File: config.mk
export PLATFORM = sky130hd
export DESIGN_NAME = and_or_filter_array
export DESIGN_NICKNAME = d
export VERILOG_FILES = /design/src/rtl/and_or_filter_array.sv
export SDC_FILE = /design/constraint.sdc
export NUM_CORES = 1
export LEC_CHECK = 0
export CAP_MARGIN = 20
export CELL_PAD_IN_SITES_DETAIL_PLACEMENT = 1
export CELL_PAD_IN_SITES_GLOBAL_PLACEMENT = 1
export CORE_MARGIN = 5
export CORE_UTILIZATION = 32
export DETAILED_ROUTE_END_ITERATION = 8
export GPL_TIMING_DRIVEN = 0
export PLACE_DENSITY_LB_ADDON = 0.1
export SYNTH_ARGS = -nofsm -noshare
export SYNTH_HDL_FRONTEND = slang
export SYNTH_SLANG_ARGS = --single-unit
File: constraint.sdc
create_clock -name clk -period 2 [get_ports clk]
set_clock_uncertainty 0.2 [all_clocks]
set_input_delay 0.4 -clock clk [delete_from_list [all_inputs] [get_ports clk]]
set_output_delay 0.4 -clock clk [all_outputs]
set_load 0.02 [all_outputs]
File: src/rtl/and_or_filter_array.sv
// CHANNELS independent AND-OR(-invert) channels, each registered and then debounced
// by a FILTER_CYCLES stability filter. Define AND_OR_FILTER_MASK_EN to add the term_mask port.
module and_or_filter_array #(
  parameter int CHANNELS      = 2,
  parameter int GROUPS        = 2,
  parameter int TERMS         = 3,
  parameter int FILTER_CYCLES = 4
) (
  input  logic                               clk,
  input  logic                               rst_n,
  input  logic                               en,
  input  logic                               invert,
  input  logic [CHANNELS*GROUPS*TERMS-1:0]   in_bits,
`ifdef AND_OR_FILTER_MASK_EN
  input  logic [CHANNELS*GROUPS*TERMS-1:0]   term_mask,
`endif
  output logic [CHANNELS-1:0]                y,
  output logic [CHANNELS-1:0]                chg
);

  localparam int NBITS = CHANNELS * GROUPS * TERMS;
  localparam int CNT_W = $clog2(FILTER_CYCLES + 1);
  localparam logic [CNT_W-1:0] CNT_LAST = CNT_W'(FILTER_CYCLES - 1);

  logic [NBITS-1:0] mask_w;

`ifdef AND_OR_FILTER_MASK_EN
  assign mask_w = term_mask;
`else
  assign mask_w = '0;
`endif

  // A masked term reads as 1; a group whose terms are all masked drops out of the OR.
  function automatic logic channel_or(input logic [NBITS-1:0] bits,
                                      input logic [NBITS-1:0] mask,
                                      input int               c);
    logic any_grp;
    logic prod;
    logic all_m;
    any_grp = 1'b0;
    for (int g = 0; g < GROUPS; g++) begin
      prod  = 1'b1;
      all_m = 1'b1;
      for (int t = 0; t < TERMS; t++) begin
        prod  = prod & (bits[(c*GROUPS+g)*TERMS+t] | mask[(c*GROUPS+g)*TERMS+t]);
        all_m = all_m & mask[(c*GROUPS+g)*TERMS+t];
      end
      any_grp = any_grp | (prod & ~all_m);
    end
    return any_grp;
  endfunction

  logic [CHANNELS-1:0] raw;

  always_comb begin
    raw = '0;
    for (int c = 0; c < CHANNELS; c++) begin
      raw[c] = channel_or(in_bits, mask_w, c) ^ invert;
    end
  end

  logic [CHANNELS-1:0]            r_raw_q, r_raw_d;
  logic [CHANNELS-1:0]            y_q, y_d;
  logic [CHANNELS-1:0]            chg_q, chg_d;
  logic [CHANNELS-1:0][CNT_W-1:0] cnt_q, cnt_d;

  // NOTE: every next-state signal gets a hold/default value first so no path leaves it unassigned (no latch).
  always_comb begin
    r_raw_d = r_raw_q;
    y_d     = y_q;
    cnt_d   = cnt_q;
    chg_d   = '0;
    if (en) begin
      r_raw_d = raw;
      for (int c = 0; c < CHANNELS; c++) begin
        if (r_raw_q[c] == y_q[c]) begin
          cnt_d[c] = '0;
        end else if (cnt_q[c] == CNT_LAST) begin
          y_d[c]   = r_raw_q[c];
          cnt_d[c] = '0;
          chg_d[c] = 1'b1;
        end else begin
          cnt_d[c] = cnt_q[c] + CNT_W'(1);
        end
      end
    end
  end

  // NOTE: state registers use non-blocking assignments so all channels update from the same pre-edge values.
  always_ff @(posedge clk or negedge rst_n) begin
    if (!rst_n) begin
      r_raw_q <= '0;
      y_q     <= '0;
      chg_q   <= '0;
      cnt_q   <= '0;
    end else begin
      r_raw_q <= r_raw_d;
      y_q     <= y_d;
      chg_q   <= chg_d;
      cnt_q   <= cnt_d;
    end
  end

  assign y   = y_q;
  assign chg = chg_q;

endmodule

Word level (Yosys, flattened, before mapping)
Cells that the tools add are included.

Magnitude comparators: 0. Add/subtract/negate cells: 2. Shift operators: 0. Bitwise gates (word level): 14. Reduce and logical (&&, ||, !) cells: 2. Multiply operators: 0. Divide/modulo/power cells: 0. Equal/unequal tests: 4. Muxes and demuxes: 9.

Operators by type and width (number): two-way mux 3 bit (4); AND 1 bit (8); adder 3 x 1 -> 3 bit (second input constant) (2); equality test 3 x 2 -> 1 bit (second input constant) (2); AND reduction 3 bit (2); two-way mux 1 bit (4); equality test 1 bit (2); two-way mux 2 bit (1); inverter 1 bit (2); OR 1 bit (2); bitwise XOR 1 bit (2).

Flip-flop bits (word level): 12. Bits in latches: 0. Memories kept: 0. Bits in writable memories: 0. Output and inout port bits: 4. Input bits: 16. Memory bits (read-only): 0. Logic and storage cells: 37.

Longest topological paths before layout
Gate-level depths: netlist of run 1.

Word-level depth: 4. Mapped depth: 4. Gate-level depth less buffers: 4.

Least setup slack after synthesis of run 1
OpenSTA, ideal clock, no wires.

Kind: register to register. Start point: register y_q[0], in the netlist y[0]. End point: register y_q[0], in the netlist y[0]. Clock period less this slack: 1.516 ns. Setup slack: 0.484 ns. Required time: 1.675 ns. Arrival time: 1.191 ns. Cell stages (with the launch flop): 4. Setup time: 0.125 ns. Path buffers: 0. Cells stage by stage: dfrtp_1 xor2_2 and3_4 mux2_4.

Cells in the longest elaborated chain, start to end: 3.

RTL lines: start: declaration (RTL line 63) `logic [CHANNELS-1:0] y_q, y_d;`; start signal: assignment (RTL line 98) `y_q <= y_d;`; equality test 1 bit (RTL line 76) `if (r_raw_q[c] == y_q[c]) begin`; inverter 1 bit (no line); AND reduction 3 bit (no line).

No other way between the ends. A chain may end at the register's enable or synchronous reset.

Worst setup path in the final report of run 1
Start point: register y_q[0], in the netlist y[0]. End point: output y[0].

RTL lines: end: declaration (RTL line 17) `output logic [CHANNELS-1:0] y,`.

No word-level cell between the ends.

==> results of run 1 <==
[cells in the final DEF, fill, tap and decap left out]
cell type / instances
clkdlybuf4s50_1: 19
dfrtp_1: 12
nand2b_1: 5
and3_1: 4
o21ai_0: 4
inv_1: 3
clkbuf_4: 3
nor2b_1: 2
nand3_1: 2
nor2_1: 2
nand2_1: 2
o311ai_0: 2
ha_1: 2
xor2_2: 1
and3_4: 1
xnor2_1: 1
buf_2: 1
a21o_1: 1
o22ai_1: 1
o21a_1: 1
a21boi_0: 1
mux2_4: 1
mux2_2: 1
nand3b_1: 1
mux2i_1: 1
clkbuf_8: 1
[per-stage QoR]
step | hold WS, ns | instance area [µm²]
after floorplan | -0.0956 | 582
after global placement | 0.273 | 803
after detailed placement | 0.282 | 803
after CTS | 0.293 | 840
after global routing | 0.324 | 840
final | 0.284 | 840
[kinds of logic (layout without fill, tap and decap cells)]
| family | count (synthesis) | after routing | share of synthesized area |
|---|---|---|---|
| adder cells (fa/ha/maj) | 2 | 2 | 0.0430 |
| multiplexers | 3 | 3 | 0.0624 |
| AND/OR/NAND/NOR | 19 | 19 | 0.194 |
| flip-flops | 12 | 12 | 0.516 |
| XOR/XNOR | 2 | 2 | 0.0430 |
| buffers and inverters | 4 | 27 | 0.0279 |
| AO/OA/AOI/OAI | 10 | 10 | 0.114 |
[metal layers]
metal  vias up  global-route usage  part of all wire
li1        230                   -                 -
met1       219               0.121              0.43
met5         -                   0                 0
met3         2              0.0399             0.071
met4         0              0.0766            0.0074
met2        16               0.176              0.49
[layout make-up]
class,count,area share
Clock buffer,4,0.0432
Tap cell,25,0.0373
Inverter,3,0.0134
Multi-Input combinational cell,36,0.316
Sequential cell,12,0.358
Buffer,1,0.00596
Timing Repair Buffer,19,0.227
[cells in the mapped netlist, drive strengths merged]
cell / n
mux2i: 1
dfrtp: 12
nand3: 2
a21o: 1
nand2: 2
a21boi: 1
o22ai: 1
and3: 5
nor2: 2
xor2: 1
ha: 2
inv: 3
xnor2: 1
nand3b: 1
nor2b: 2
o21a: 1
buf: 1
o21ai: 4
nand2b: 5
mux2: 2
o311ai: 2
[worst paths after layout]
kind | to | slack [ns]
max | y[0] | 0.09
min | cnt_q[1] | 0.28
max reg2reg | y[0] | 0.46
min reg2reg | cnt_q[0] | 0.29
max in group asynchronous | r_raw_q[0] | 0.96
min in group clk | cnt_q[0] | 0.29
[state kept, by name, indices dropped and copies added (netlist names)]
register  cells
chg           2
cnt_q         6
r_raw_q       2
y             2
[power by group through the flow]
stage                     Sequential [W]  Combinational, W  Clock, W
after CTS                       0.000342          0.000247  0.000204
after detailed placement        0.000347          0.000241         0
after global routing            0.000349          0.000272  0.000219
after global placement          0.000343          0.000233         0
final                           0.000341          0.000241  0.000192
after floorplan                 0.000355          0.000134         0
==> PnR_summary.wiki, run 1 <==
{| class="wikitable"
! Metric !! Value
|-
| Sw power || 0.000231 W
|-
| CTS hold repair buffers || 0
|-
| Setup TNS Final || 0 ns
|-
| Total gr overflow || 0
|-
| TritonCTS clock tree || built
|-
| Initial antenna violation count || 0
|-
| Launch point of the worst reg-to-reg path || cnt_q[0]
|-
| Crit-path max cell delay || 0.63 ns
|-
| Max clock buf depth || 2
|-
| Global-route usage over all layers || 0.111
|-
| Floorplan Core Area || 1730 µm²
|-
| Area growth from synthesis to final layout || 44.3%
|-
| Comb pwr share || 0.311
|-
| Reported leakage power || 0.377 nW
|-
| Number of DRC markers in iteration 0 || 3
|-
| Clock network fraction of total power || 0.248
|-
| Resized cells post-CTS || 0
|-
| Starting density of the core || 0.337
|-
| Switch share || 0.298
|-
| Crit path depth || 1
|-
| Sequential Power Share || 0.441
|-
| Worst reg2reg path depth || 4
|-
| Synth unique cells || 23
|-
| Internal power summed over all cells || 0.000543 W
|-
| Global placement routability congestion || 0.701
|-
| Site Rows || 15
|-
| Instance count of the mapped netlist || 52
|-
| Fillcell total || 206
|-
| Total wirelength of the detailed-routed design || 1.21 mm
|-
| Clock slew at the register clock pins of the worst setup and hold paths || 0.08 ns
|-
| Worst Setup SP || y[0]
|-
| Placed cell count || 96
|-
| Mean Syn Cell Area || 11.2 µm²
|-
| Vias in the first global route || 489
|-
| Largest fanout on the critical path || 3
|-
| Synth top area share || 0.516
|-
| Final Hold Viols || 0
|-
| Ratio of total power to cell area || 921 nW/µm²
|-
| Clk_lat worst skew || 0.27 ns
|-
| Min Clock Period, post-route || 1.91 ns
|-
| Status || completed
|-
| Maximum clock frequency || 523 MHz
|-
| Vias per inst || 4.67
|-
| # setup viols final || 0
|-
| Residual DRC || 0
|-
| Number of buffer and inverter instances along the worst setup path || 1
|-
| Startpoint class of the critical path || register
|-
| VDD IR-drop max || 0.000391 V
|-
| Cell taking the most area after synthesis || dfrtp_1
|-
| Number of max-slew violations in the final report || 0
|-
| Transition time at the pin with the least slew margin || 0.551 ns
|-
| CP top delay family || buffers and inverters
|-
| RSZ-0062 raised after global routing || false
|-
| Post-CTS Setup Repair Bufs || 0
|-
| Num CTS Buffers || 3
|-
| Summed instance area of the synthesized netlist || 582 µm²
|-
| Synth Register Bits || 12
|-
| Total vias in the final route || 467
|-
| Share of synthesized area occupied by flip-flops and latches || 0.516
|-
| Share of the cycle needed by the critical path after routing || 0.956
|-
| Average detailed-routed wire length per instance || 12.1 µm
|-
| Chip Width || 52.6 µm
|-
| Synth Net Count || 70
|-
| Type of the tightest min-delay check || primary input to asynchronous set/reset pin
|-
| Cell with the biggest individual delay on the critical path || clkdlybuf4s50_1
|-
| Residual antenna-violating net count after detailed routing || 0
|-
| Crit path capture type || primary output
|-
| IO buf count || 19
|-
| First-pass GRT wire length || 2.15 mm
|-
| Yosys warning count || 0
|-
| Area used by sequential logic in the layout || 300 µm²
|-
| Pin count of the biggest net entering global routing || 13
|-
| DRT Pass-1 Iters || 4
|-
| Maximum capacitance violations || 0
|-
| Cells along the critical path || clkdlybuf4s50_1
|-
| Class of the most critical setup path || register to primary output
|-
| Arrival time worst endpoint || 1.31 ns
|-
| Sink count of the clock tree || 12
|-
| Filler-free cell count of the finished design || 100
|-
| Clock tree root driver cell || clkbuf_4
|-
| Util after Layout || 0.486
|-
| Final Net Count || 94
|-
| Worst setup slack before clock tree synthesis || 0.154 ns
|-
| Die Footprint || 2770 µm²
|-
| Number of top-level pins || 20
|-
| Layout cell share with drive strength beyond 1 || 0.120
|-
| Count of H-tree levels built during CTS || 1
|-
| Top cells by area in the synthesized netlist || dfrtp_1 52%, nand2b_1 5.4%, and3_1 4.3%
|-
| Headroom to the max-slew limit || 0.631
|-
| Area of the multi-input gates || 265 µm²
|-
| Endpoint required time on the critical path || 1.40 ns
|-
| Antenna diode instance count || 0
|-
| Tot Pwr || 0.000773 W
|-
| Vertical extent of the die || 52.6 µm
|-
| Min setup slack post-route || 0.0880 ns
|}
Power figures use the tool's default switching activity.
==> inputs of run 2 (changes only) <==
--- a/config.mk
+++ b/config.mk
@@ -8,8 +8,8 @@
 export CAP_MARGIN = 20
 export CELL_PAD_IN_SITES_DETAIL_PLACEMENT = 1
 export CELL_PAD_IN_SITES_GLOBAL_PLACEMENT = 1
-export CORE_MARGIN = 5
 export CORE_UTILIZATION = 32
+export CTS_CLUSTER_SIZE = 12
 export DETAILED_ROUTE_END_ITERATION = 8
 export GPL_TIMING_DRIVEN = 0
 export PLACE_DENSITY_LB_ADDON = 0.1
==> PnR_summary.wiki, run 2 (synthesized netlist as in run 1, its figures left out) <==
{| class="wikitable"
! Metric !! Value
|-
| Global-route usage over all layers || 0.138
|-
| IO buf count || 19
|-
| TritonCTS clock tree || built
|-
| Most frequent standard cell in the layout excluding fill and tap cells || clkdlybuf4s50_1
|-
| Global placement routability congestion || 0.706
|-
| Residual antenna-violating net count after detailed routing || 0
|-
| Final std cell area, no fill || 840 µm²
|-
| Reported leakage power || 0.377 nW
|-
| Worst Setup SP || y[0]
|-
| Tot Pwr || 0.000768 W
|-
| Number of DRC markers in iteration 0 || 6
|-
| Pin count of the biggest net entering global routing || 13
|-
| First-pass GRT wire length || 1.99 mm
|-
| # setup viols final || 0
|-
| Clock slew at the register clock pins of the worst setup and hold paths || 0.08 ns
|-
| Worst setup slack before clock tree synthesis || 0.172 ns
|-
| Crit-path max cell delay || 0.63 ns
|-
| Number of top-level pins || 20
|-
| Internal power summed over all cells || 0.000542 W
|-
| Maximum capacitance violations || 0
|-
| Transition time at the pin with the least slew margin || 0.543 ns
|-
| Area growth from synthesis to final layout || 44.3%
|-
| Crit path capture type || primary output
|-
| Max clock buf depth || 2
|-
| Endpoint required time on the critical path || 1.40 ns
|-
| Type of the tightest min-delay check || primary input to asynchronous set/reset pin
|-
| Commonest non-fill, non-tap cells in the layout || 19 x clkdlybuf4s50_1, 12 x dfrtp_1, 5 x nand2b_1
|-
| Num CTS Buffers || 3
|-
| Maximum clock frequency || 525 MHz
|-
| Comb pwr share || 0.310
|-
| Class of the most critical setup path || register to primary output
|-
| Share of the cycle needed by the critical path after routing || 0.953
|-
| Total gr overflow || 0
|-
| Floorplan Core Area || 1710 µm²
|-
| Setup TNS Final || 0 ns
|-
| Post-DP HPWL || 961 µm
|-
| Ratio of total power to cell area || 914 nW/µm²
|-
| Resized cells post-CTS || 0
|-
| Launch point of the worst reg-to-reg path || cnt_q[0]
|-
| Filler-free cell count of the finished design || 100
|-
| Clk_lat worst skew || 0.27 ns
|-
| Status || completed
|-
| Count of H-tree levels built during CTS || 1
|-
| Sw power || 0.000225 W
|-
| Starting density of the core || 0.341
|-
| Min setup slack post-route || 0.0950 ns
|-
| RSZ-0062 raised after global routing || false
|-
| Number of flip-flops in the largest register || 6
|-
| Layout cell share with drive strength beyond 1 || 0.120
|-
| Headroom to the max-slew limit || 0.637
|-
| Post-CTS Setup Repair Bufs || 0
|-
| Clock network fraction of total power || 0.245
|-
| Cells along the critical path || clkdlybuf4s50_1
|-
| Register with the most flip-flops || cnt_q
|-
| Number of max-slew violations in the final report || 0
|-
| Total wirelength of the detailed-routed design || 1.18 mm
|-
| Initial antenna violation count || 0
|-
| DRT Pass-1 Iters || 3
|-
| Number of buffer and inverter instances along the worst setup path || 1
|-
| Min Clock Period, post-route || 1.91 ns
|-
| Vias in the first global route || 471
|-
| Cell with the biggest individual delay on the critical path || clkdlybuf4s50_1
|-
| Die Footprint || 1990 µm²
|-
| CTS hold repair buffers || 0
|-
| Switch share || 0.293
|-
| Vertical extent of the die || 44.6 µm
|-
| Vias per inst || 4.41
|-
| Sink count of the clock tree || 12
|-
| Final Net Count || 94
|-
| Worst setup slack for register-to-register paths || 0.48 ns
|-
| Standard cell area after detailed placement || 803 µm²
|-
| Fillcell total || 187
|-
| Largest fanout on the critical path || 3
|-
| Startpoint class of the critical path || register
|-
| Clock tree root driver cell || clkbuf_4
|-
| Residual DRC || 0
|-
| Site Rows || 15
|-
| Average detailed-routed wire length per instance || 11.8 µm
|-
| Antenna diode instance count || 0
|-
| Sequential Power Share || 0.445
|-
| CP top delay family || buffers and inverters
|-
| Final Hold Viols || 0
|-
| VDD IR-drop max || 0.000522 V
|-
| Total vias in the final route || 441
|-
| Arrival time worst endpoint || 1.31 ns
|-
| Placed cell count || 96
|-
| Chip Width || 44.6 µm
|}
==> run 2: cell counts in the layout (fill, tap and decap cells not counted) <==
Identical to the previous run, type by type.
==> run 2: final timing paths <==
kind,to,cells after the start
worst min-delay path,chg[1],1
max in group asynchronous,y[0],1
worst min register to register,cnt_q[0],1
min in group clk,cnt_q[0],1
worst max register to register,y[0],4
worst max-delay path,y[0],1
==> run 2: through the flow <==
step / utilization / hold WS [ns]
floorplan: - / -0.0956
global placement: 0.470 / 0.274
detailed placement: 0.470 / 0.291
CTS: 0.492 / 0.292
global route: 0.492 / 0.307
finish: 0.492 / 0.281
==> run 2: power by group through the flow <==
stage | clock network, W | logic, W | registers [W]
CTS | 0.000199 | 0.000244 | 0.000341
finish | 0.000188 | 0.000238 | 0.000342
detailed placement | 0 | 0.000243 | 0.000346
global placement | 0 | 0.000234 | 0.000343
global route | 0.000204 | 0.000266 | 0.000347
floorplan | 0 | 0.000134 | 0.000355
==> run 2: area by class of cell <==
class	instances	area, µm²	area share
flip-flops and latches	12	300	0.358
multi-input cells	36	265	0.316
repair buffers	19	190	0.227
clock buffers	4	36.3	0.0432
well taps	25	31.3	0.0373
inverters	3	11.3	0.0134
plain buffers	1	5.00	0.00596
==> run 2: worst register-to-register path, cell delays in order (launching register included) <==
cell     delay (ns)
dfrtp_1        0.40
ha_1           0.21
nor2b_1        0.14
and3_4         0.18
mux2_4         0.28
==> run 2: per-layer routing <==
layer	wire, µm	GRT usage
met3	31	0.0612
met2	580	0.229
met1	570	0.177
met5	0	0
met4	0	0
==> inputs of run 3 (changes only) <==
--- a/config.mk
+++ b/config.mk
@@ -8,11 +8,13 @@
 export CAP_MARGIN = 20
 export CELL_PAD_IN_SITES_DETAIL_PLACEMENT = 1
 export CELL_PAD_IN_SITES_GLOBAL_PLACEMENT = 1
+export CORE_MARGIN = 3
 export CORE_UTILIZATION = 32
 export CTS_CLUSTER_SIZE = 12
 export DETAILED_ROUTE_END_ITERATION = 8
 export GPL_TIMING_DRIVEN = 0
 export PLACE_DENSITY_LB_ADDON = 0.1
+export SLEW_MARGIN = 20
 export SYNTH_ARGS = -nofsm -noshare
 export SYNTH_HDL_FRONTEND = slang
 export SYNTH_SLANG_ARGS = --single-unit
==> PnR_summary.wiki, run 3 (synthesized netlist as in run 1, its figures left out) <==
{| class="wikitable"
! Metric !! Value
|-
| Clock network fraction of total power || 0.252
|-
| Resized cells post-CTS || 0
|-
| Headroom to the max-slew limit || 0.631
|-
| Die Footprint || 2370 µm²
|-
| Crit path capture type || primary output
|-
| Internal power summed over all cells || 0.000542 W
|-
| Vias per inst || 4.84
|-
| Count of H-tree levels built during CTS || 1
|-
| Startpoint class of the critical path || register
|-
| RSZ-0062 raised after global routing || false
|-
| Maximum clock frequency || 524 MHz
|-
| WHS || 0.275 ns
|-
| Reported leakage power || 0.377 nW
|-
| Clock slew at the register clock pins of the worst setup and hold paths || 0.08 ns
|-
| Final Hold Viols || 0
|-
| Total vias in the final route || 479
|-
| Total wirelength of the detailed-routed design || 1.24 mm
|-
| VDD IR-drop max || 0.000370 V
|-
| Register with the most flip-flops || cnt_q
|-
| Area growth from synthesis to final layout || 44.1%
|-
| Starting density of the core || 0.361
|-
| Most frequent standard cell in the layout excluding fill and tap cells || clkdlybuf4s50_1
|-
| Share of the cycle needed by the critical path after routing || 0.954
|-
| Clock tree root driver cell || clkbuf_4
|-
| IO buf count || 19
|-
| Post-CTS Setup Repair Bufs || 0
|-
| Site Rows || 14
|-
| Chip Width || 48.6 µm
|-
| Number of flip-flops in the largest register || 6
|-
| Pin count of the biggest net entering global routing || 13
|-
| CP top delay family || buffers and inverters
|-
| Number of buffer and inverter instances along the worst setup path || 1
|-
| DRT Pass-1 Iters || 4
|-
| Num CTS Buffers || 3
|-
| Total gr overflow || 0
|-
| Arrival time worst endpoint || 1.31 ns
|-
| CTS hold repair buffers || 0
|-
| TritonCTS clock tree || built
|-
| Launch point of the worst reg-to-reg path || cnt_q[0]
|-
| Fillcell total || 190
|-
| Antenna diode instance count || 0
|-
| Transition time at the pin with the least slew margin || 0.552 ns
|-
| Vias in the first global route || 509
|-
| Status || completed
|-
| Switch share || 0.303
|-
| Comb pwr share || 0.310
|-
| Util after Layout || 0.520
|-
| # setup viols final || 0
|-
| Cell with the biggest individual delay on the critical path || clkdlybuf4s50_1
|-
| Clk_lat worst skew || 0.28 ns
|-
| Floorplan Core Area || 1610 µm²
|-
| Initial antenna violation count || 0
|-
| Number of DRC markers in iteration 0 || 6
|-
| Setup TNS Final || 0 ns
|-
| Reg2Reg Capture Point || y[0]
|-
| Final std cell area, no fill || 838 µm²
|-
| Number of max-slew violations in the final report || 0
|-
| Number of top-level pins || 20
|-
| Class of the most critical setup path || register to primary output
|-
| Type of the tightest min-delay check || primary input to asynchronous set/reset pin
|-
| Worst reg2reg path depth || 4
|-
| Ratio of total power to cell area || 928 nW/µm²
|-
| Vertical extent of the die || 48.6 µm
|-
| First-pass GRT wire length || 2.20 mm
|-
| Max clock buf depth || 2
|-
| Sw power || 0.000236 W
|-
| Min Clock Period, post-route || 1.91 ns
|-
| Worst setup slack for register-to-register paths || 0.47 ns
|-
| Global-route usage over all layers || 0.124
|-
| Endpoint required time on the critical path || 1.40 ns
|-
| Final Net Count || 94
|-
| Layout cell share with drive strength beyond 1 || 0.120
|-
| Cells along the critical path || clkdlybuf4s50_1
|-
| Residual DRC || 0
|-
| Sink count of the clock tree || 12
|-
| Commonest non-fill, non-tap cells in the layout || 19 x clkdlybuf4s50_1, 12 x dfrtp_1, 5 x nand2b_1
|-
| Largest fanout on the critical path || 3
|-
| Average detailed-routed wire length per instance || 12.6 µm
|-
| Residual antenna-violating net count after detailed routing || 0
|-
| Standard cell area after detailed placement || 802 µm²
|-
| Sequential Power Share || 0.437
|-
| Maximum capacitance violations || 0
|-
| Crit-path max cell delay || 0.63 ns
|-
| Global placement routability congestion || 0.720
|}
run 3: cell counts in the layout (fill, tap and decap cells not counted):
No cell type changed its count.
run 3: metrics by stage:
stage               instances  worst slack [ns]  total power, W
floorplan                  52             0.484        0.000489
global placement           95             0.133        0.000576
detailed placement         95             0.144        0.000597
CTS                        99            0.0709        0.000795
global route               99            0.0276        0.000842
finish                     99            0.0921        0.000778
run 3: per-layer routing:
layer / wire length [µm] / GRT usage / part of all wire / vias to the layer above
li1: - / - / - / 228
met1: 478 / 0.139 / 0.38 / 229
met2: 654 / 0.206 / 0.53 / 20
met3: 101 / 0.0583 / 0.081 / 2
met4: 8 / 0.0427 / 0.0064 / 0
met5: 0 / 0 / 0 / -
run 3: layout make-up:
cell class                      count  area [µm²]  share of cell area
Tap cell                           24        30.0              0.0358
Sequential cell                    12         300               0.358
Timing Repair Buffer               19         190               0.227
Clock buffer                        4        36.3              0.0433
Multi-Input combinational cell     36         265               0.316
Inverter                            3        11.3              0.0134
Buffer                              1        5.00             0.00597
run 3: power by group through the flow:
| stage | Sequential [W] | Clock [W] | Combinational, W |
|---|---|---|---|
| after floorplan | 0.000355 | 0 | 0.000134 |
| after global placement | 0.000342 | 0 | 0.000234 |
| after detailed placement | 0.000347 | 0 | 0.000250 |
| after CTS | 0.000342 | 0.000204 | 0.000249 |
| after global routing | 0.000352 | 0.000218 | 0.000272 |
| final | 0.000340 | 0.000196 | 0.000241 |
run 3: worst max-delay path by stage:
stage | to | start | cells after the start | slack, ns
floorplan | y[0] | y[0] | 3 | 0.48
global placement | y[0] | en | 3 | 0.13
detailed placement | y[0] | en | 3 | 0.14
CTS | y[0] | y[0] | 1 | 0.07
global route | y[0] | y[0] | 1 | 0.03
finish | y[0] | y[0] | 1 | 0.09
